===== src/rtl/result_display_pkg.sv =====
// ---------------------------------------------------------------------------
// result_display_pkg
// Shared constants and types for the 4-digit multiplexed 7-segment display
// driver that sits behind the processor's 16-bit result bus.
//   NUM_DIGITS   : number of scanned digits on the board
//   SEG_BLANK    : active-low segment pattern with every segment off
//   SEG_TABLE    : hex nibble -> active-low segments, bit order {g,f,e,d,c,b,a}
//   scan_state_e : which digit the scanner is currently driving
// ---------------------------------------------------------------------------
package result_display_pkg;

   localparam int NUM_DIGITS = 4;

   localparam logic [6:0] SEG_BLANK = 7'h7F;

   localparam logic [6:0] SEG_TABLE [16] = '{
      7'h40, 7'h79, 7'h24, 7'h30,
      7'h19, 7'h12, 7'h02, 7'h78,
      7'h00, 7'h10, 7'h08, 7'h03,
      7'h46, 7'h21, 7'h06, 7'h0E
   };

   typedef enum logic [1:0] {
      DIG0 = 2'd0,
      DIG1 = 2'd1,
      DIG2 = 2'd2,
      DIG3 = 2'd3
   } scan_state_e;

endpackage


===== src/rtl/hex_to_7seg.sv =====
// ---------------------------------------------------------------------------
// hex_to_7seg
// Purely combinational hex digit decoder for an active-low 7-segment display.
//   nibble : 4-bit hex value to show
//   seg_n  : active-low segment drive, bit order {g,f,e,d,c,b,a}
// ---------------------------------------------------------------------------
module hex_to_7seg
   import result_display_pkg::*;
(
   input  logic [3:0] nibble,
   output logic [6:0] seg_n
);

   // Straight table lookup; the table lives in the package so the bench and
   // any other display block share one definition of the glyphs.
   assign seg_n = SEG_TABLE[nibble];

endmodule


===== src/rtl/result_display_driver.sv =====
// ---------------------------------------------------------------------------
// result_display_driver
// Shadows the processor result bus, counts how often it changes and scans the
// four hex digits onto a multiplexed, active-low 7-segment display.
//   clk          : system clock
//   reset        : asynchronous reset, active low
//   result       : processor result bus
//   hold         : 1 = freeze the shown value (scanning continues)
//   seg_n        : active-low segments {g,f,e,d,c,b,a}
//   dp_n         : active-low decimal point, lit on digit 0 while frozen
//   an_n         : active-low digit anodes, bit k = digit k
//   shown_value  : value currently on the display
//   update_count : number of captures since reset, wraps modulo 256
// ---------------------------------------------------------------------------
module result_display_driver
   import result_display_pkg::*;
#(
   parameter int REFRESH_DIV   = 50000,
   parameter bit BLANK_LEADING = 1'b1
)
(
   input  logic        clk,
   input  logic        reset,
   input  logic [15:0] result,
   input  logic        hold,
   output logic [6:0]  seg_n,
   output logic        dp_n,
   output logic [3:0]  an_n,
   output logic [15:0] shown_value,
   output logic [7:0]  update_count
);

   // A divider of 1 would give a zero-width counter, so keep at least one bit.
   localparam int              PRE_W    = (REFRESH_DIV > 1) ? $clog2(REFRESH_DIV) : 1;
   localparam logic [PRE_W-1:0] PRE_LAST = PRE_W'(REFRESH_DIV - 1);

   logic [15:0]           shown_q, shown_d;
   logic [7:0]            count_q, count_d;
   logic [PRE_W-1:0]      presc_q, presc_d;
   logic                  terminal;
   scan_state_e           state_q, state_d;
   logic [NUM_DIGITS-1:0] an_q, an_d;
   logic [6:0]            seg_q, seg_d;
   logic                  dp_q, dp_d;
   logic [3:0]            nibble;
   logic [6:0]            nibble_seg;
   logic                  blank;

   // Capture: only a genuinely different value counts as an update, and hold
   // freezes both the shadow copy and the counter.
   always_comb begin
      shown_d = shown_q;
      count_d = count_q;
      if (!hold && (result != shown_q)) begin
         shown_d = result;
         count_d = count_q + 8'd1;
      end
   end

   // Prescaler: free-running 0..REFRESH_DIV-1, the wrap is the scan tick.
   always_comb begin
      terminal = (presc_q == PRE_LAST);
      presc_d  = terminal ? '0 : presc_q + PRE_W'(1);
   end

   // Scan FSM next state: one digit per prescaler wrap, hold has no effect.
   always_comb begin
      state_d = state_q;
      if (terminal) begin
         case (state_q)
            DIG0:    state_d = DIG1;
            DIG1:    state_d = DIG2;
            DIG2:    state_d = DIG3;
            DIG3:    state_d = DIG0;
            default: state_d = DIG0;
         endcase
      end
   end

   // Output decode from the current state and current shown value. A digit
   // above 0 is blanked when it and every more significant nibble is zero.
   always_comb begin
      nibble = shown_q[3:0];
      an_d   = 4'b1110;
      blank  = 1'b0;
      dp_d   = 1'b1;
      case (state_q)
         DIG0: begin
            nibble = shown_q[3:0];
            an_d   = 4'b1110;
            dp_d   = !hold;
         end
         DIG1: begin
            nibble = shown_q[7:4];
            an_d   = 4'b1101;
            blank  = BLANK_LEADING && (shown_q[15:4] == 12'h000);
         end
         DIG2: begin
            nibble = shown_q[11:8];
            an_d   = 4'b1011;
            blank  = BLANK_LEADING && (shown_q[15:8] == 8'h00);
         end
         DIG3: begin
            nibble = shown_q[15:12];
            an_d   = 4'b0111;
            blank  = BLANK_LEADING && (shown_q[15:12] == 4'h0);
         end
         default: begin
            nibble = shown_q[3:0];
            an_d   = 4'b1110;
         end
      endcase
      seg_d = blank ? SEG_BLANK : nibble_seg;
   end

   hex_to_7seg u_hex_to_7seg (
      .nibble (nibble),
      .seg_n  (nibble_seg)
   );

   // Shadow value and update counter.
   always_ff @(posedge clk or negedge reset) begin
      if (!reset) begin
         shown_q <= 16'h0000;
         count_q <= 8'h00;
      end else begin
         shown_q <= shown_d;
         count_q <= count_d;
      end
   end

   // Prescaler and scan state register.
   always_ff @(posedge clk or negedge reset) begin
      if (!reset) begin
         presc_q <= '0;
         state_q <= DIG0;
      end else begin
         presc_q <= presc_d;
         state_q <= state_d;
      end
   end

   // Registered display drive; everything dark while in reset.
   always_ff @(posedge clk or negedge reset) begin
      if (!reset) begin
         an_q  <= 4'b1111;
         seg_q <= SEG_BLANK;
         dp_q  <= 1'b1;
      end else begin
         an_q  <= an_d;
         seg_q <= seg_d;
         dp_q  <= dp_d;
      end
   end

   assign seg_n        = seg_q;
   assign dp_n         = dp_q;
   assign an_n         = an_q;
   assign shown_value  = shown_q;
   assign update_count = count_q;

endmodule


===== config.mk =====
export PLATFORM = sky130hd
export DESIGN_NAME = result_display_driver
export DESIGN_NICKNAME = d
export VERILOG_FILES = /design/src/rtl/result_display_pkg.sv /design/src/rtl/hex_to_7seg.sv /design/src/rtl/result_display_driver.sv
export SDC_FILE = /design/constraint.sdc
export NUM_CORES = 1
export LEC_CHECK = 0
export BUFFER_PORTS_ARGS = -buffer_cell sky130_fd_sc_hd__buf_2
export CAP_MARGIN = 20
export CORE_ASPECT_RATIO = 1.1
export CORE_UTILIZATION = 50
export DETAILED_ROUTE_END_ITERATION = 6
export HOLD_SLACK_MARGIN = 0.12
export PLACE_DENSITY = 0.81
export SKIP_LAST_GASP = 1
export SYNTH_ARGS = -nofsm -noshare
export SYNTH_HDL_FRONTEND = slang
export SYNTH_SLANG_ARGS = --single-unit

===== constraint.sdc =====
create_clock -name clk -period 3.7 [get_ports clk]
set_clock_uncertainty 0.2 [all_clocks]
set_input_delay 0.37 -clock clk [delete_from_list [all_inputs] [get_ports clk]]
set_output_delay 0.37 -clock clk [all_outputs]
set_load 0.03 [all_outputs]

==> flow_summary.yaml <==
run_status:
  outcome: "finished clean"
clocking:
  post_cts_resized: 0
  cts_tree: "built"
  clk_pin_slew_ns: 0.09
  cts_made_buffers: 5
  postCtsSetupRepairBufs: 0
  number_of_sinks_driven_by_the_clock_tree: 54
  cts.path.max_buffers: 2
  clk_latency_ns: 0.31
  ctsRootBufferMaster: "clkbuf_8"
  ctsHtreeMaxLevel: 2
drt:
  postRouteWirelength_mm: 5.534
  detail_route.drc_violations: 0
  initialDrtViolationCount: 155
  drt-vias-per-instance: 5.258
  number_of_detailed_route_iterations_in_the_first_pass: 4
  routed-via-count: 2040
  wl_per_cell_um: 14.26
  postRouteAntennaNets: 0
critical_path:
  worstPathCellList: "dlygate4sd3_1 -> buf_2 -> xor2_1 -> nor4_1 -> nand4_2 -> nor2b_4 -> mux2_4"
  startpoint: "result[1]"
  critical_path_required_ns: 3.70
  data_arrival_critical_path_ns: 2.58
  timing.critical_path.slowest_cell_delay_ns: 0.55
  setup.worst_path.end_class: "flip-flop"
  worstSetupPathType: "input port to flip-flop"
  crit-reg2reg-launch: "state_q[0]$_DFFE_PN0N_"
  critical_path_peak_fanout: 18
  startpoint_type: "input port"
  crit_path_top_delay_cell: "dlygate4sd3_1"
floorplan:
  top_level_ports: 55
  die_width_um: 73
  die_height_um: 80.10
  initial_utilization: 0.5173
  core-area_um2: 5360
  total_die_area_um2: 5847
  std_cell_rows: 28
sta:
  max_slew.worst_pin.slew_ns: 0.8459
  totalNegativeSetupSlack_ns: 0
  number_of_hold_violations_in_the_final_report: 0
  fmax_ghz: 0.3876
  timing.slew.headroom: 0.4361
  finalWorstSetupSlack_ns: 1.120
  period_share: 0.6974
  timing.final.setup_violations: 0
  drv_slew: 0
  period_minus_slack_ns: 2.580
  rsz0062_at_grt: "false"
power:
  total_power_mw: 1.484
  power_switching_share: 0.3537
  ir_drop_mv: 0.2736
  internal_power_mw: 0.9591
  power_density_nw_per_um2: 441.4
  seqPwrFrac: 0.496
  pwr-share-clk: 0.221
  power.leakage_nw: 1.557
  fraction_of_power_consumed_by_combinational_cells: 0.282
  net_load_switching_power_mw: 0.5249
logic_synthesis:
  yosys.area_share.simple: 0.1372
  async_reset_ff_frac: 1.000
  synthDominantCellAreaShare: 0.3791
  most_frequently_used_cell_type_in_the_post_synthesis_netlist: "dfrtp_1"
  synthesis.nets: 269
  synth_xor_area_frac: 0.1074
  post_synth_mux_area_share: 0.1038
  synth-edff-count: 0
  synth_common_cells: "42 x dfrtp_1, 25 x xor2_1, 17 x nand2_1, 13 x ha_1, 12 x dfstp_2"
  synth_top_area_cell: "dfrtp_1"
  dominant_register_cell_in_the_synthesized_netlist: "dfrtp_1"
  ys_seq_area_frac: 0.4928
  synth_warnings: 0
  synth_compound_area_frac: 0.06949
  synth_top_family_by_area: "simple AND/OR/NAND/NOR gates"
  synth_area_leaders: "dfrtp_1 38%, dfstp_2 11%, xor2_1 7.9%"
  synth_cells: 237
  syn_area_um2: 2773
  yosys.cell_types.count: 41
  yosys.area_share.adder: 0.05866
  ys_seq_elements: 54
  syn_area_per_cell_um2: 11.70
finish:
  multiInputGateArea_um2: 1321
  n_fill_cell: 445
  layout.cell_area.non_filler_um2: 3362
  ant_cells: 0
  flow.area_growth_from_synthesis_pct: 21.25
  layout.area.seq_um2: 1366
  share_of_cells_above_drive_strength_1: 0.3259
  nNetsFinal: 344
global_routing:
  gr-usage-all-layers: 0.2042
  initial_antenna_violation_count: 0
  globalRouteOverflowTotal: 0
  grt_first_pass_wirelength_mm: 9.087
  largest_net_degree_at_the_start_of_global_routing: 37
  first_global_vias: 1999
hold_path:
  holdCritStartpoint: "result[5]"
  worst_hold_class: "input port to flip-flop"
placement:
  place_congestion: 0.8877
  io_buffers: 54
  detailed_place_hpwl_mm: 3.930
  place_area_um2: 3112
  pre_cts_ws_ns: 1.169
flow_run:
  cap_violations: 0
[power by group through the flow]
stage / sequential [mW] / combinational, mW / clock, mW
finish: 0.736 / 0.419 / 0.329
global route: 0.745 / 0.451 / 0.359
CTS: 0.736 / 0.421 / 0.340
detailed placement: 0.746 / 0.407 / 0
global placement: 0.744 / 0.396 / 0
floorplan: 0.873 / 0.153 / 0
[state kept, by name, indices dropped and copies added (netlist names)]
name          count
an_n              4
dp_n              1
presc_q          16
seg_n             7
shown_value      16
state_q           2
update_count      8
[worst max-delay path, delay by kind of cell]
family | cells | cell delay (ns)
AND/OR/NAND/NOR | 3 | 1.05
buffers and inverters | 2 | 0.68
multiplexers | 1 | 0.33
XOR/XNOR | 1 | 0.13
[through the flow]
stage / instances / util / hold slack, ns
after floorplan: 237 / - / -0.1256
after global placement: 364 / 0.5805 / 0.2560
after detailed placement: 364 / 0.5805 / 0.2626
after CTS: 386 / 0.6235 / 0.1215
after global routing: 388 / 0.6272 / 0.1334
final: 388 / 0.6272 / 0.1351
[layer usage]
layer | track usage | part of all wire
met5 | 0 | 0
met4 | 0.07255 | 0.012
met3 | 0.03639 | 0.031
met2 | 0.3389 | 0.50
met1 | 0.2662 | 0.45
[placed cells by master (no fill, tap or decap), types with 5 or more instances in the layout]
| cell type | netlist | layout |
|---|---|---|
| dlygate4sd3_1 | 0 | 16 |
| clkbuf_8 | 0 | 5 |
| a21oi_1 | 7 | 7 |
| buf_2 | 1 | 54 |
| nand2_1 | 17 | 17 |
| nor4_1 | 5 | 5 |
| mux2_4 | 9 | 9 |
| mux2_2 | 10 | 10 |
| dfrtp_1 | 42 | 42 |
| xnor2_1 | 9 | 9 |
| inv_1 | 11 | 11 |
| nand3_1 | 8 | 8 |
| dfstp_2 | 12 | 12 |
| nor2_1 | 11 | 11 |
| xor2_1 | 25 | 25 |
| ha_1 | 13 | 13 |
| o21ai_0 | 9 | 9 |
[cell type report]
cell class,instances,area share
timing repair buffer,72,0.1325
tap,75,0.02791
multi-input combinational,167,0.3930
inverter,12,0.01340
clock inverter,3,0.006327
clock buffer,5,0.02047
sequential,54,0.4064
[final timing paths]
check,cells past startpoint,end,slack [ns]
max reg2reg,10,seg_n[6]$_DFF_PN1_,1.13
min reg2reg,1,update_count[7]$_DFFE_PN0P_,0.27
min in group asynchronous,2,presc_q[10]$_DFF_PN0_,0.47
min,2,shown_value[5]$_DFFE_PN0P_,0.14
max in group asynchronous,3,presc_q[9]$_DFF_PN0_,2.09
max,7,shown_value[12]$_DFFE_PN0P_,1.12
[what timing repair did]
action	CTS	global route
hold endpoints to repair	36	2
setup endpoints to repair	0	0
hold buffers	14	2
[cell families (layout without fill, tap and decap cells)]
logic type               count (synthesis)  after routing
flip-flops                              54             54
AO/OA/AOI/OAI                           30             30
buffers and inverters                   16             92
XOR/XNOR                                34             34
AND/OR/NAND/NOR                         67             67
multiplexers                            23             23
adder cells (fa/ha/maj)                 13             13
No activity file was read; power rests on OpenSTA's default activity.
